## src/rtl/fpu_addsub_ctrl.sv

```systemverilog
// Single-request sequencer for the FP32 add/sub path: exception check first, then special result or datapath launch.
// Optional datapath watchdog is compiled in with the macro FPU_TIMEOUT_EN.
module fpu_addsub_ctrl #(
   parameter int WIDTH          = 32,
   parameter int TIMEOUT_CYCLES = 64
) (
   input  logic             clk,
   input  logic             arst,
   input  logic             req_valid,
   output logic             req_ready,
   input  logic [WIDTH-1:0] req_a,
   input  logic [WIDTH-1:0] req_b,
   input  logic             req_op,
   output logic [WIDTH-1:0] exc_a,
   output logic [WIDTH-1:0] exc_b,
   output logic             exc_op,
   input  logic [2:0]       exc_flag,
   input  logic [WIDTH-2:0] exc_operand,
   output logic             dp_start,
   input  logic             dp_done,
   input  logic [WIDTH-1:0] dp_result,
   output logic             rsp_valid,
   input  logic             rsp_ready,
   output logic [WIDTH-1:0] rsp_result,
   output logic             rsp_exc,
   output logic             rsp_err
);
   localparam logic [WIDTH-1:0] QNAN     = 32'h7FC0_0000;
   localparam logic [WIDTH-2:0] INF_MAG  = 31'h7F80_0000;
   localparam logic [WIDTH-2:0] ZERO_MAG = {(WIDTH-1){1'b0}};

   typedef enum logic [2:0] {
      IDLE  = 3'd0,
      ISSUE = 3'd1,
      CHECK = 3'd2,
      EXEC  = 3'd3,
      RESP  = 3'd4
   } state_t;

   // Special-case result for a non-zero exception flag; sb is the effective sign of b.
   function automatic logic [WIDTH-1:0] exc_result(
      input logic [2:0]       flag,
      input logic [WIDTH-1:0] a,
      input logic [WIDTH-1:0] b,
      input logic             op,
      input logic [WIDTH-2:0] mag
   );
      logic             sb;
      logic [WIDTH-1:0] res;
      sb  = b[WIDTH-1] ^ op;
      res = QNAN;
      case (flag)
         3'b001: res = QNAN;
         3'b010: res = {a[WIDTH-1], mag};
         3'b011: res = {sb, mag};
         3'b100: begin
            if ((mag == INF_MAG) && (a[WIDTH-2:0] == INF_MAG) && (a[WIDTH-1] != sb)) begin
               res = QNAN;
            end else begin
               res = {sb, mag};
            end
         end
         3'b101: res = {a[WIDTH-1] & sb, ZERO_MAG};
         3'b110: begin
            if (a[WIDTH-2:0] != ZERO_MAG) begin
               res = {a[WIDTH-1], mag};
            end else begin
               res = {sb, mag};
            end
         end
         3'b111: res = {1'b0, ZERO_MAG};
         default: res = QNAN;
      endcase
      return res;
   endfunction

   state_t           state_r, state_next_s;
   logic [WIDTH-1:0] exc_a_r, exc_a_next_s;
   logic [WIDTH-1:0] exc_b_r, exc_b_next_s;
   logic             exc_op_r, exc_op_next_s;
   logic             dp_start_r, dp_start_next_s;
   logic             req_ready_r, req_ready_next_s;
   logic             rsp_valid_r, rsp_valid_next_s;
   logic [WIDTH-1:0] rsp_result_r, rsp_result_next_s;
   logic             rsp_exc_r, rsp_exc_next_s;
   logic             rsp_err_r, rsp_err_next_s;

`ifdef FPU_TIMEOUT_EN
   localparam int TMO_W = $clog2(TIMEOUT_CYCLES + 1);
   localparam logic [TMO_W-1:0] TMO_LAST = TMO_W'(TIMEOUT_CYCLES - 1);
   logic [TMO_W-1:0] tmo_cnt_r, tmo_cnt_next_s;
`endif

   // Next-state and next-output logic for the sequencer.
   always_comb begin
      state_next_s      = state_r;
      exc_a_next_s      = exc_a_r;
      exc_b_next_s      = exc_b_r;
      exc_op_next_s     = exc_op_r;
      dp_start_next_s   = 1'b0;
      rsp_valid_next_s  = rsp_valid_r;
      rsp_result_next_s = rsp_result_r;
      rsp_exc_next_s    = rsp_exc_r;
      rsp_err_next_s    = rsp_err_r;
`ifdef FPU_TIMEOUT_EN
      tmo_cnt_next_s    = tmo_cnt_r;
`endif
      case (state_r)
         IDLE: begin
            if (req_valid) begin
               exc_a_next_s   = req_a;
               exc_b_next_s   = req_b;
               exc_op_next_s  = req_op;
               rsp_err_next_s = 1'b0;
               state_next_s   = ISSUE;
            end else begin
               state_next_s   = IDLE;
            end
         end
         ISSUE: state_next_s = CHECK;
         CHECK: begin
            if (exc_flag == 3'b000) begin
               dp_start_next_s = 1'b1;
               state_next_s    = EXEC;
`ifdef FPU_TIMEOUT_EN
               tmo_cnt_next_s  = {TMO_W{1'b0}};
`endif
            end else begin
               rsp_result_next_s = exc_result(exc_flag, exc_a_r, exc_b_r, exc_op_r, exc_operand);
               rsp_exc_next_s    = 1'b1;
               rsp_valid_next_s  = 1'b1;
               state_next_s      = RESP;
            end
         end
         EXEC: begin
            // A dp_done coinciding with the last watchdog cycle still delivers the real result.
            if (dp_done) begin
               rsp_result_next_s = dp_result;
               rsp_exc_next_s    = 1'b0;
               rsp_err_next_s    = 1'b0;
               rsp_valid_next_s  = 1'b1;
               state_next_s      = RESP;
            end
`ifdef FPU_TIMEOUT_EN
            else if (tmo_cnt_r == TMO_LAST) begin
               rsp_result_next_s = QNAN;
               rsp_exc_next_s    = 1'b0;
               rsp_err_next_s    = 1'b1;
               rsp_valid_next_s  = 1'b1;
               state_next_s      = RESP;
            end else begin
               tmo_cnt_next_s    = tmo_cnt_r + TMO_W'(1);
            end
`else
            else begin
               state_next_s = EXEC;
            end
`endif
         end
         RESP: begin
            if (rsp_ready) begin
               rsp_valid_next_s = 1'b0;
               state_next_s     = IDLE;
            end else begin
               state_next_s     = RESP;
            end
         end
         default: begin
            rsp_valid_next_s = 1'b0;
            state_next_s     = IDLE;
         end
      endcase
      req_ready_next_s = (state_next_s == IDLE);
   end

   // State and registered outputs; reset drops any in-flight operation.
   always_ff @(posedge clk or posedge arst) begin
      if (arst) begin
         state_r      <= IDLE;
         exc_a_r      <= {WIDTH{1'b0}};
         exc_b_r      <= {WIDTH{1'b0}};
         exc_op_r     <= 1'b0;
         dp_start_r   <= 1'b0;
         req_ready_r  <= 1'b1;
         rsp_valid_r  <= 1'b0;
         rsp_result_r <= {WIDTH{1'b0}};
         rsp_exc_r    <= 1'b0;
         rsp_err_r    <= 1'b0;
`ifdef FPU_TIMEOUT_EN
         tmo_cnt_r    <= {TMO_W{1'b0}};
`endif
      end else begin
         state_r      <= state_next_s;
         exc_a_r      <= exc_a_next_s;
         exc_b_r      <= exc_b_next_s;
         exc_op_r     <= exc_op_next_s;
         dp_start_r   <= dp_start_next_s;
         req_ready_r  <= req_ready_next_s;
         rsp_valid_r  <= rsp_valid_next_s;
         rsp_result_r <= rsp_result_next_s;
         rsp_exc_r    <= rsp_exc_next_s;
         rsp_err_r    <= rsp_err_next_s;
`ifdef FPU_TIMEOUT_EN
         tmo_cnt_r    <= tmo_cnt_next_s;
`endif
      end
   end

   assign req_ready  = req_ready_r;
   assign exc_a      = exc_a_r;
   assign exc_b      = exc_b_r;
   assign exc_op     = exc_op_r;
   assign dp_start   = dp_start_r;
   assign rsp_valid  = rsp_valid_r;
   assign rsp_result = rsp_result_r;
   assign rsp_exc    = rsp_exc_r;
   assign rsp_err    = rsp_err_r;

endmodule
```

## config.mk

```make
export PLATFORM = sky130hd
export DESIGN_NAME = fpu_addsub_ctrl
export DESIGN_NICKNAME = d
export VERILOG_FILES = /design/src/rtl/fpu_addsub_ctrl.sv
export SDC_FILE = /design/constraint.sdc
export NUM_CORES = 1
export LEC_CHECK = 0
export CAP_MARGIN = 20
export CORE_MARGIN = 10
export CORE_UTILIZATION = 25
export CTS_CLUSTER_SIZE = 10
export DETAILED_ROUTE_END_ITERATION = 10
export GPL_ROUTABILITY_DRIVEN = 0
export PLACE_DENSITY = 0.63
export REMOVE_ABC_BUFFERS = 1
export SYNTH_ARGS = -nofsm -noshare
export SYNTH_HDL_FRONTEND = slang
export SYNTH_SLANG_ARGS = --single-unit
```

## constraint.sdc

```tcl
create_clock -name clk -period 4 [get_ports clk]
set_input_delay 0.4 -clock clk [delete_from_list [all_inputs] [get_ports clk]]
set_output_delay 0.4 -clock clk [all_outputs]
set_load 0.01 [all_outputs]
```

==> results.toml <==
[status]
status = "finished clean"

[global_routing]
grt_max_degree = 77
grt_pass1_vias = 4520
grt_pass1_wl_um = 25500
antenna_found_initial = 0
globalRouteOverflowTotal = 0
grt_use_total_pct = 13.0

[setup_path]
cp_data_arrival_time_ns = 2.66
startpoint_type = "register"
path_cells = "nor2_1 > and3_2 > buf_4 > mux2_1"
cp-end-kind = "register"
worst-path-max-fanout = 40
critical_path_buf_inv_count = 1
critPathTopFamily = "simple AND/OR/NAND/NOR gates"
required_ns = 4.23
crit_path_max_incr_delay_ns = 0.83
critPathSlowestCell = "and3_2"
path_class = "register to register"

[yosys]
synth_seq_cells = 104
synth_cell_types = 45
yosysSeqAreaShare_pct = 54.6
ys.warnings.count = 0
syn_area_um2 = 4760
syn_inst = 416
syn_area_per_cell_um2 = 11.5

[clock_tree]
insertion_delay_ns = 0.35
cts.sinks = 104
cts_buffers = 9
cts_hold_buf = 0
cts.repair.resized = 0
worst_setup_hold_path_clk_slew_ns = 0.07
clockRootBuffer = "clkbuf_16"
clk_path_buf_depth = 2
htree_levels = 3
cts_tree = "done"
post-cts-setup-buffers = 0

[route]
postRouteAntennaNets = 0
post_drt_wl_per_cell_um = 19.1
vias_per_cell = 4.77
drc = 0
wirelength_um = 16800
num_vias = 4209
drtPass1Iterations = 4
drt_iter0_drc = 146

[placement]
dpl_cell_area_um2 = 7340
hpwl_um = 13400
portBuffers = 236
pre_cts_slack_ns = 1.31

[pwr]
total_power_mw = 5.47
vdd_drop_max_mv = 0.406
power_density_nw_per_um2 = 715
p_leak_nw = 3.07

[sta]
post-route-period-util_pct = 60.9
maxSlewHeadroom_pct = 35.1
final-hold-violation-count = 0
setup_ws_ns = 1.56
finalCriticalPeriod_ns = 2.44
maxSlewViolCount = 0
rsz0062_at_grt = "no"
setup_viol = 0
skew_ns = 0.0116
worstMarginPinSlew_ns = 0.974
setup_tns_ns = 0
maxClockFrequency_mhz = 410

[floorplanning]
die_area_um2 = 25000
fp.dieH_um = 158
coreArea_um2 = 18700
io_pins = 238
die_w_um = 158
fp-row-count = 50
start_util_pct = 25.5

[finish]
utilization_pct = 40.9
layout-drive-gt1-share_pct = 6.02
nets = 780
final_area_um2 = 7650
diodes = 0
synthToLayoutAreaGrowth_pct = 60.5

[worst_hold_path]
min_path_type = "register to register"

[job]
maxCapViolations = 0
[per-layer routing]
| layer | GRT usage (%) | part of all wire, % | up-vias |
|---|---|---|---|
| met5 | 0 | 0 | - |
| met1 | 14.6 | 39 | 2053 |
| met3 | 6.62 | 12 | 13 |
| met2 | 21.3 | 48 | 178 |
| li1 | - | - | 1965 |
| met4 | 3.66 | 1.0 | 0 |
[through the flow]
step | hold WS (ns) | std cells
2_1_floorplan | 0.505 | 388
3_3_place_gp | 0.466 | 866
3_5_place_dp | 0.475 | 866
4_1_cts | 0.490 | 882
5_1_grt | 0.507 | 882
6_report | 0.489 | 882
[cell type report]
type                            instances  area [um2]
Clock buffer                           11         243
Clock inverter                          5        61.3
Fill cell                            1819       11100
Inverter                               14        55.1
Multi-Input combinational cell        270        1970
Sequential cell                       104        2600
Tap cell                              234         293
Timing Repair Buffer                  244        2420
[cells in the mapped netlist, drive strengths merged]
library cell	instances	area, um2
o21a	1	7.51
ha	1	12.5
nand2b	9	56.3
o21ai	12	60.1
a32o	1	10.0
and3b	1	8.76
a221oi	9	78.8
o21bai	1	7.51
and2	2	12.5
or4	4	30.0
or3	1	6.26
a21oi	56	280
dfrtp	103	2580
o31ai	2	15.0
a22o	22	194
nand3	1	5.00
nand2	19	71.3
nor4	12	93.8
buf	13	76.3
and4bb	1	12.5
dfstp	1	26.3
conb	1	3.75
inv	14	52.6
o211ai	1	12.5
and3	1	6.26
a211oi	2	15.0
and4b	1	11.3
o31a	1	10.0
and4	1	10.0
nor2	27	104
nor2b	1	6.26
nor3	6	30.0
clkbuf	15	76.3
nand4	5	31.3
a31oi	2	12.5
mux2	65	732
xor2	1	8.76
[worst register-to-register path, stage by stage (launching register included)]
cell     delay (ns)
dfrtp_1        0.48
nor2_1         0.22
and3_2         0.83
buf_4          0.43
mux2_1         0.36
[final timing paths]
path	startpoint	end	slack, ns	cells past startpoint
max in group asynchronous	arst	rsp_result[9]	2.55	3
min in group asynchronous	arst	exc_b[18]	0.62	2
worst max-delay path	state_r[0]	exc_b[23]	1.56	4
worst min register to register	exc_b[25]	exc_b[25]	0.49	1
worst min-delay path	exc_b[25]	exc_b[25]	0.49	1
worst max register to register	state_r[0]	exc_b[23]	1.56	4
[logic make-up (layout without fill, tap and decap cells)]
kind of cell | Yosys count | count (layout) | share of synthesized area, %
compound gates | 110 | 110 | 14.8
flops | 104 | 104 | 54.6
simple gates | 92 | 92 | 10.4
mux | 65 | 65 | 15.4
buf+inv | 42 | 274 | 4.31
fa+ha+maj | 1 | 1 | 0.263
other cells | 1 | 1 | 0.0787
xor+xnor | 1 | 1 | 0.184
[layout by cell type (no fill, tap or decap), types with 2 or more instances in the layout]
master	instances
nor4_2	4
a221oi_1	9
a22o_1	21
and2_1	2
nand2b_1	9
dfrtp_1	103
nor3_1	6
a21oi_1	56
clkbuf_16	9
nand4_1	5
o21ai_1	10
nor2_1	26
mux2_1	64
o21ai_0	2
buf_4	8
inv_6	3
clkdlybuf4s50_1	236
inv_1	13
a31oi_1	2
nand2_1	19
nor4_1	8
or4_1	4
o31ai_1	2
[registers in the layout, summed over array words and instances, names as in the netlist]
signal      cells
req_ready       1
rsp_valid       1
exc_b          32
rsp_exc         1
exc_op          1
exc_a          32
state_r         3
dp_start        1
rsp_result     32
[where the power goes]
part           switching (mW)  total [mW]  internal (mW)
logic                    1.14        2.59           1.45
clock network           0.393       0.901          0.509
registers               0.383        1.97           1.59
(Power assumes the default switching activity.)
